===== config.mk =====
export PLATFORM = sky130hd
export DESIGN_NAME = tt_freq_lock_ctrl
export DESIGN_NICKNAME = d
export VERILOG_FILES = /design/src/rtl/tt_clk_pkg.sv /design/src/rtl/tt_sync_edge.sv /design/src/rtl/tt_freq_lock_ctrl.sv
export SDC_FILE = /design/constraint.sdc
export NUM_CORES = 1
export LEC_CHECK = 0
export BUFFER_PORTS_ARGS = -buffer_cell sky130_fd_sc_hd__buf_2
export CORE_UTILIZATION = 45
export DETAILED_ROUTE_END_ITERATION = 10
export GPL_ROUTABILITY_DRIVEN = 0
export SYNTH_ARGS = -nofsm -noshare
export SYNTH_HDL_FRONTEND = slang
export SYNTH_HIERARCHICAL = 1
export SYNTH_SLANG_ARGS = --single-unit
export TNS_END_PERCENT = 5

===== constraint.sdc =====
create_clock -name i_clk_gen -period 2.9 [get_ports i_clk_gen]
set_clock_uncertainty 0.2 [all_clocks]
set_input_delay 0 -clock i_clk_gen [delete_from_list [all_inputs] [get_ports i_clk_gen]]
set_output_delay 0 -clock i_clk_gen [all_outputs]
set_load 0.03 [all_outputs]

===== src/rtl/tt_clk_pkg.sv =====
// Shared types and default loop constants for the frequency-lock controller.
package tt_clk_pkg;

  typedef enum logic [1:0] {
    IDLE   = 2'd0,
    ARM    = 2'd1,
    MEAS   = 2'd2,
    UPDATE = 2'd3
  } state_e;

  localparam int TARGET_DEF  = 120;
  localparam int TOL_DEF     = 2;
  localparam int WIN_REF_DEF = 4;

endpackage


===== src/rtl/tt_sync_edge.sv =====
// Two-flop synchroniser plus a third flop giving a one-cycle rising-edge pulse.
module tt_sync_edge (
  input  logic i_clk,
  input  logic i_rst_n,
  input  logic i_hold,
  input  logic i_d,
  output logic o_rise
);

  logic [2:0] sync_q;

  always_ff @(posedge i_clk or negedge i_rst_n) begin
    if (!i_rst_n) begin
      sync_q <= '0;
    end else if (!i_hold) begin
      sync_q <= {sync_q[1:0], i_d};
    end
  end

  assign o_rise = sync_q[1] & ~sync_q[2];

endmodule


===== src/rtl/tt_freq_lock_ctrl.sv =====
// Frequency-lock loop: counts i_clk_gen cycles over WIN_REF reference periods
// and nudges the tune code one step per window until the count is in band.
//
// state  | meaning
// IDLE   | loop disabled, counters and lock cleared, code held
// ARM    | waiting for a fresh reference edge to open a window
// MEAS   | counting generator cycles across WIN_REF reference periods
// UPDATE | one cycle: compare capture with target, step code, track streak
module tt_freq_lock_ctrl
  import tt_clk_pkg::*;
#(
  parameter int                 CODE_W   = 8,
  parameter logic [CODE_W-1:0]  CODE_RST = CODE_W'(128),
  parameter int                 COUNT_W  = 10,
  parameter int                 WIN_REF  = WIN_REF_DEF,
  parameter int                 TARGET   = TARGET_DEF,
  parameter int                 TOL      = TOL_DEF,
  parameter int                 LOCK_N   = 4
) (
  input  logic               i_clk_gen,
  input  logic               i_rst_n,
  input  logic               i_clk_ref,
  input  logic               i_enable,
  input  logic               i_scan_en,
  input  logic               i_scan_in,
  output logic [CODE_W-1:0]  o_dco_code,
  output logic               o_locked,
  output logic [COUNT_W-1:0] o_meas,
  output logic               o_scan_out
);

  localparam int RC_W = (WIN_REF > 1) ? $clog2(WIN_REF) : 1;
  localparam int ST_W = $clog2(LOCK_N + 1);

  localparam logic [COUNT_W-1:0] CNT_MAX    = '1;
  localparam logic [COUNT_W-1:0] MEAS_LO    = COUNT_W'(TARGET - TOL);
  localparam logic [COUNT_W-1:0] MEAS_HI    = COUNT_W'(TARGET + TOL);
  localparam logic [RC_W-1:0]    REF_LAST   = RC_W'(WIN_REF - 1);
  localparam logic [ST_W-1:0]    STREAK_MAX = ST_W'(LOCK_N);
  localparam logic [CODE_W-1:0]  CODE_MAX   = '1;

  state_e             state_q;
  logic [CODE_W-1:0]  code_q;
  logic [COUNT_W-1:0] cnt_q;
  logic [COUNT_W-1:0] meas_q;
  logic [RC_W-1:0]    ref_cnt_q;
  logic [ST_W-1:0]    streak_q;
  logic               locked_q;
  logic               ref_rise;
  logic [COUNT_W-1:0] cnt_d;
  logic [ST_W-1:0]    streak_d;

  // Sync flops freeze along with everything else while scan is shifting.
  tt_sync_edge u_ref_edge (
    .i_clk   (i_clk_gen),
    .i_rst_n (i_rst_n),
    .i_hold  (i_scan_en),
    .i_d     (i_clk_ref),
    .o_rise  (ref_rise)
  );

  assign cnt_d    = (cnt_q == CNT_MAX) ? cnt_q : cnt_q + COUNT_W'(1);
  assign streak_d = (streak_q == STREAK_MAX) ? streak_q : streak_q + ST_W'(1);

  always_ff @(posedge i_clk_gen or negedge i_rst_n) begin
    if (!i_rst_n) begin
      state_q   <= IDLE;
      code_q    <= CODE_RST;
      cnt_q     <= '0;
      meas_q    <= '0;
      ref_cnt_q <= '0;
      streak_q  <= '0;
      locked_q  <= 1'b0;
    end else if (i_scan_en) begin
      code_q <= {code_q[CODE_W-2:0], i_scan_in};
    end else if (!i_enable) begin
      state_q   <= IDLE;
      cnt_q     <= '0;
      ref_cnt_q <= '0;
      streak_q  <= '0;
      locked_q  <= 1'b0;
    end else begin
      unique case (state_q)
        IDLE: begin
          cnt_q     <= '0;
          ref_cnt_q <= '0;
          streak_q  <= '0;
          locked_q  <= 1'b0;
          state_q   <= ARM;
        end
        ARM: begin
          if (ref_rise) begin
            cnt_q     <= '0;
            ref_cnt_q <= '0;
            state_q   <= MEAS;
          end
        end
        MEAS: begin
          cnt_q <= cnt_d;
          if (ref_rise) begin
            if (ref_cnt_q == REF_LAST) begin
              meas_q  <= cnt_d;
              state_q <= UPDATE;
            end else begin
              ref_cnt_q <= ref_cnt_q + RC_W'(1);
            end
          end
        end
        UPDATE: begin
          state_q <= ARM;
          if (meas_q < MEAS_LO) begin
            if (code_q != CODE_MAX) code_q <= code_q + CODE_W'(1);
            streak_q <= '0;
            locked_q <= 1'b0;
          end else if (meas_q > MEAS_HI) begin
            if (code_q != '0) code_q <= code_q - CODE_W'(1);
            streak_q <= '0;
            locked_q <= 1'b0;
          end else begin
            streak_q <= streak_d;
            if (streak_d == STREAK_MAX) locked_q <= 1'b1;
          end
        end
      endcase
    end
  end

  assign o_dco_code = code_q;
  assign o_locked   = locked_q;
  assign o_meas     = meas_q;
  assign o_scan_out = code_q[CODE_W-1];

endmodule


==> Implementation_results.wiki <==
{| class="wikitable"
! Metric !! Value
|-
| DIE AREA || ~5700 sq um
|-
| Main flop type after synthesis || sky130_fd_sc_hd__dfrtp_1
|-
| Number of synthesized flops with an enable pin || 0
|-
| Worst path required time || about 2900 ps
|-
| Cells on worst reg2reg path || 8
|-
| Final hold violations || 0
|-
| Cell with the most instances after synthesis || sky130_fd_sc_hd__dfrtp_1
|-
| Syn. warnings || 6
|-
| Global-route wire length before repair || a little under 8000 um
|-
| Pin count of the biggest net entering global routing || 40
|-
| Critical path peak fanout || 7
|-
| Post-synthesis instance area || between 2000 and 2500 sq um
|-
| Largest stage delay, worst path || about 470 ps
|-
| CTS H-tree depth || 2
|-
| Total Routed Length || about 4900 um
|-
| Clock Root Buffer || sky130_fd_sc_hd__clkbuf_8
|-
| Reg2reg start || o_meas[8]
|-
| Mapped Cells || around 260
|-
| Finish-stage setup viols || 0
|-
| Post-cts resize count || 0
|-
| Routed WL per cell || about 14 um
|-
| Post-CTS Setup Repair Bufs || 0
|-
| N_diodes || 0
|-
| Cell type with the largest total area after synthesis || sky130_fd_sc_hd__dfrtp_1
|-
| Cell with the biggest individual delay on the critical path || sky130_fd_sc_hd__or4bb_1
|-
| Slew Limit Fails || 0
|-
| Util after Layout || about 54%
|-
| Number of top-level pins || 26
|-
| Total clock buffers created by CTS || 5
|-
| Placed Cells || 350
|-
| R2R setup slack || 280 ps
|-
| Pwr/cell area || 612 nW/um^2
|-
| Via Count || a little under 2000
|-
| Insertion delay to the later sink of the worst-skew pair || 290 ps
|-
| Cell variety after synth || 47
|-
| Arrival time of the worst setup path || approximately 2700 ps
|-
| Remaining Overflow, GRT || 0
|-
| Nature of the critical path startpoint || flip-flop
|-
| Initial standard-cell utilization of the core || a little under half
|-
| Count of non-filler cells in the finished layout || 365
|-
| Worst slew margin relative to its limit || between 40% and 50%
|-
| Quantity of hold-fixing buffers added after cts || 7
|-
| Pre-CTS worst setup slack || 266 ps
|-
| Post-route setup TNS || 0 ps
|-
| Synthesis-to-layout area growth || 14.9%
|-
| CTS tree || built
|-
| Worst path most repeated cell || sky130_fd_sc_hd__nand3_1
|-
| Share of cells above drive strength 1 || ~15%
|-
| Floorplan die width || around 76 um
|-
| Kind of end point of the critical path || flip-flop
|-
| Unrepaired setup endpoints after global routing || false
|-
| Min-delay worst type || in2async
|-
| PnR worst setup slack || approximately 280 ps
|-
| Synthesized area per cell || 9.21 sq um
|-
| Placeable core region || ~5200 sq um
|-
| Fraction of the yosys area taken by sequential cells || around two fifths
|-
| CTS sink cnt || 39
|-
| Port Buffers || 25
|-
| Hpwl dp || 3530 um
|-
| Synth Register Bits || 39
|-
| Timing-limited maximum frequency || 381 MHz
|-
| Cell types with the largest area share after synthesis || sky130_fd_sc_hd__dfrtp_1 39%, sky130_fd_sc_hd__ha_1 8.2%, sky130_fd_sc_hd__nand2_1 4.3%
|-
| Pin slew with the least headroom to its limit || between 800 and 900 ps
|-
| Number of routed nets with antenna violations || 0
|-
| Min Clock Period, post-route || between 2000 and 3000 ps
|-
| Largest voltage drop on the vdd net || about 0.32 mV
|-
| Leakage dissipation || between 1 and 1.5 nW
|-
| Post-CTS clock slew at the launch and capture registers of the worst setup and hold paths || ~80 ps
|-
| Share of the clock period used by the worst path || 90.4%
|-
| Number of design-rule violations left by the first detailed-router iteration || 89
|-
| Share of the synthesized area in the top cell type || between 30% and 40%
|-
| GRT Overall Usage || between 15 and 20%
|-
| Number of global-route vias before repair || 1734
|-
| FF-to-FF End || o_dco_code[7]
|-
| Fraction of synthesis flops using an asynchronous set or reset pin || 100%
|-
| Post-detailed-route DRC marker count || 0
|-
| Number of antenna violations at the first check in global routing || 0
|-
| Cell-by-cell trace of the critical path || nor3_1, o21ai_1, ha_1, nand3_1, o2111ai_1, nand2_1, or4bb_1, nand3_1
|-
| Status || finished clean
|-
| Most used standard cells in the synthesized netlist || 38 x sky130_fd_sc_hd__dfrtp_1, 28 x sky130_fd_sc_hd__nand2_1, 21 x sky130_fd_sc_hd__o21ai_0
|-
| Net count of the mapped netlist || 287
|-
| Total number of placement rows || 26
|-
| Final net count || around 320
|-
| Number of buffers on the longest clock path || 2
|-
| Number of iterations in the first detailed-routing pass || 4
|-
| Vias per inst || between 5 and 6
|-
| Max-Cap Viols || 0
|-
| Critical path class || reg2reg
|-
| Die Height || 75.5 um
|}
-- per-stage QoR --
step / hold WS (ps) / area [sq um] / power, mW
after global routing: 262 / 2790 / 1.82
after CTS: 213 / 2790 / 1.74
after detailed placement: -14.2 / 2610 / 1.24
final: 178 / 2790 / 1.71
after floorplan: -496 / 2430 / 1.12
after global placement: -15.7 / 2610 / 1.24
-- cell type report --
| type | instances | area, sq um |
|---|---|---|
| clock buffer | 6 | 82.6 |
| clock inverter | 2 | 35.0 |
| fill | 499 | 2380 |
| sequential | 39 | 977 |
| inverter | 10 | 37.5 |
| multi-input combinational | 203 | 1360 |
| timing repair buffer | 35 | 218 |
| tap | 70 | 87.6 |
-- where the power goes --
| group | switching (mW) | internal, mW | total (mW) |
|---|---|---|---|
| Combinational | 0.315 | 0.216 | 0.530 |
| Sequential | 0.0908 | 0.616 | 0.707 |
| Clock | 0.193 | 0.278 | 0.472 |
-- cell families after synthesis --
logic type | Yosys count | synth area share (%)
buffers and inverters | 22 | 4.06
XOR/XNOR | 14 | 5.04
adder cells (fa/ha/maj) | 17 | 9.05
multiplexers | 14 | 6.02
flip-flops | 39 | 40.2
AND/OR/NAND/NOR | 83 | 16.8
AO/OA/AOI/OAI | 75 | 18.8
-- flip-flops by register name, summed over array words and instances (netlist names) --
| signal | cells |
|---|---|
| streak_q | 3 |
| o_locked | 1 |
| o_meas | 10 |
| u_ref_edge/sync_q | 3 |
| o_dco_code | 8 |
| ref_cnt_q | 2 |
| cnt_q | 10 |
| state_q | 2 |
-- how the worst max path moves through the flow --
stage,startpoint,to
finish,o_meas[8],o_dco_code[7]
global route,o_meas[4],o_dco_code[7]
CTS,o_meas[8],o_dco_code[7]
detailed placement,o_meas[8],o_dco_code[7]
global placement,o_meas[8],o_dco_code[7]
floorplan,o_meas[4],o_dco_code[7]
-- worst max-delay path, delay by kind of cell (launching register included) --
| family | cells | cell delay [ps] |
|---|---|---|
| AO/OA/AOI/OAI | 2 | 520 |
| AND/OR/NAND/NOR | 5 | 1010 |
| adder cells (fa/ha/maj) | 1 | 440 |
| flip-flops | 1 | 390 |
-- cells in the final DEF (no fill, tap or decap), types with 2 or more instances in the layout --
| cell | netlist | layout |
|---|---|---|
| sky130_fd_sc_hd__o21ai_0 | 21 | 21 |
| sky130_fd_sc_hd__a31oi_1 | 3 | 3 |
| sky130_fd_sc_hd__dlygate4sd3_1 | 0 | 7 |
| sky130_fd_sc_hd__inv_1 | 10 | 10 |
| sky130_fd_sc_hd__and4_1 | 2 | 2 |
| sky130_fd_sc_hd__o2111ai_1 | 2 | 2 |
| sky130_fd_sc_hd__nor3_1 | 3 | 3 |
| sky130_fd_sc_hd__mux2i_1 | 9 | 9 |
| sky130_fd_sc_hd__ha_1 | 16 | 16 |
| sky130_fd_sc_hd__a21oi_1 | 11 | 11 |
| sky130_fd_sc_hd__buf_2 | 4 | 25 |
| sky130_fd_sc_hd__o22ai_1 | 2 | 2 |
| sky130_fd_sc_hd__nand2b_1 | 6 | 6 |
| sky130_fd_sc_hd__dfrtp_1 | 38 | 38 |
| sky130_fd_sc_hd__o21ai_1 | 15 | 15 |
| sky130_fd_sc_hd__nor2_1 | 19 | 19 |
| sky130_fd_sc_hd__clkbuf_8 | 0 | 6 |
| sky130_fd_sc_hd__a41oi_1 | 3 | 3 |
| sky130_fd_sc_hd__or4_1 | 2 | 2 |
| sky130_fd_sc_hd__nand3_1 | 9 | 9 |
| sky130_fd_sc_hd__o31ai_1 | 5 | 5 |
| sky130_fd_sc_hd__mux2_2 | 5 | 5 |
| sky130_fd_sc_hd__buf_4 | 1 | 3 |
| sky130_fd_sc_hd__nand2_1 | 28 | 28 |
| sky130_fd_sc_hd__xor2_1 | 10 | 10 |
| sky130_fd_sc_hd__nand4_1 | 6 | 6 |
| sky130_fd_sc_hd__a21o_1 | 4 | 4 |
| sky130_fd_sc_hd__xnor2_1 | 4 | 4 |
-- per-layer routing --
| metal | global-route usage (%) | share of wire [%] | vias to the layer above |
|---|---|---|---|
| li1 | - | - | 1015 |
| met4 | 5.56 | 0.87 | 0 |
| met1 | 24.7 | 51 | 920 |
| met2 | 30.4 | 45 | 27 |
| met5 | 0 | 0 | - |
| met3 | 3.57 | 3.2 | 4 |
Note: power is estimated with default switching activity, not from simulation.
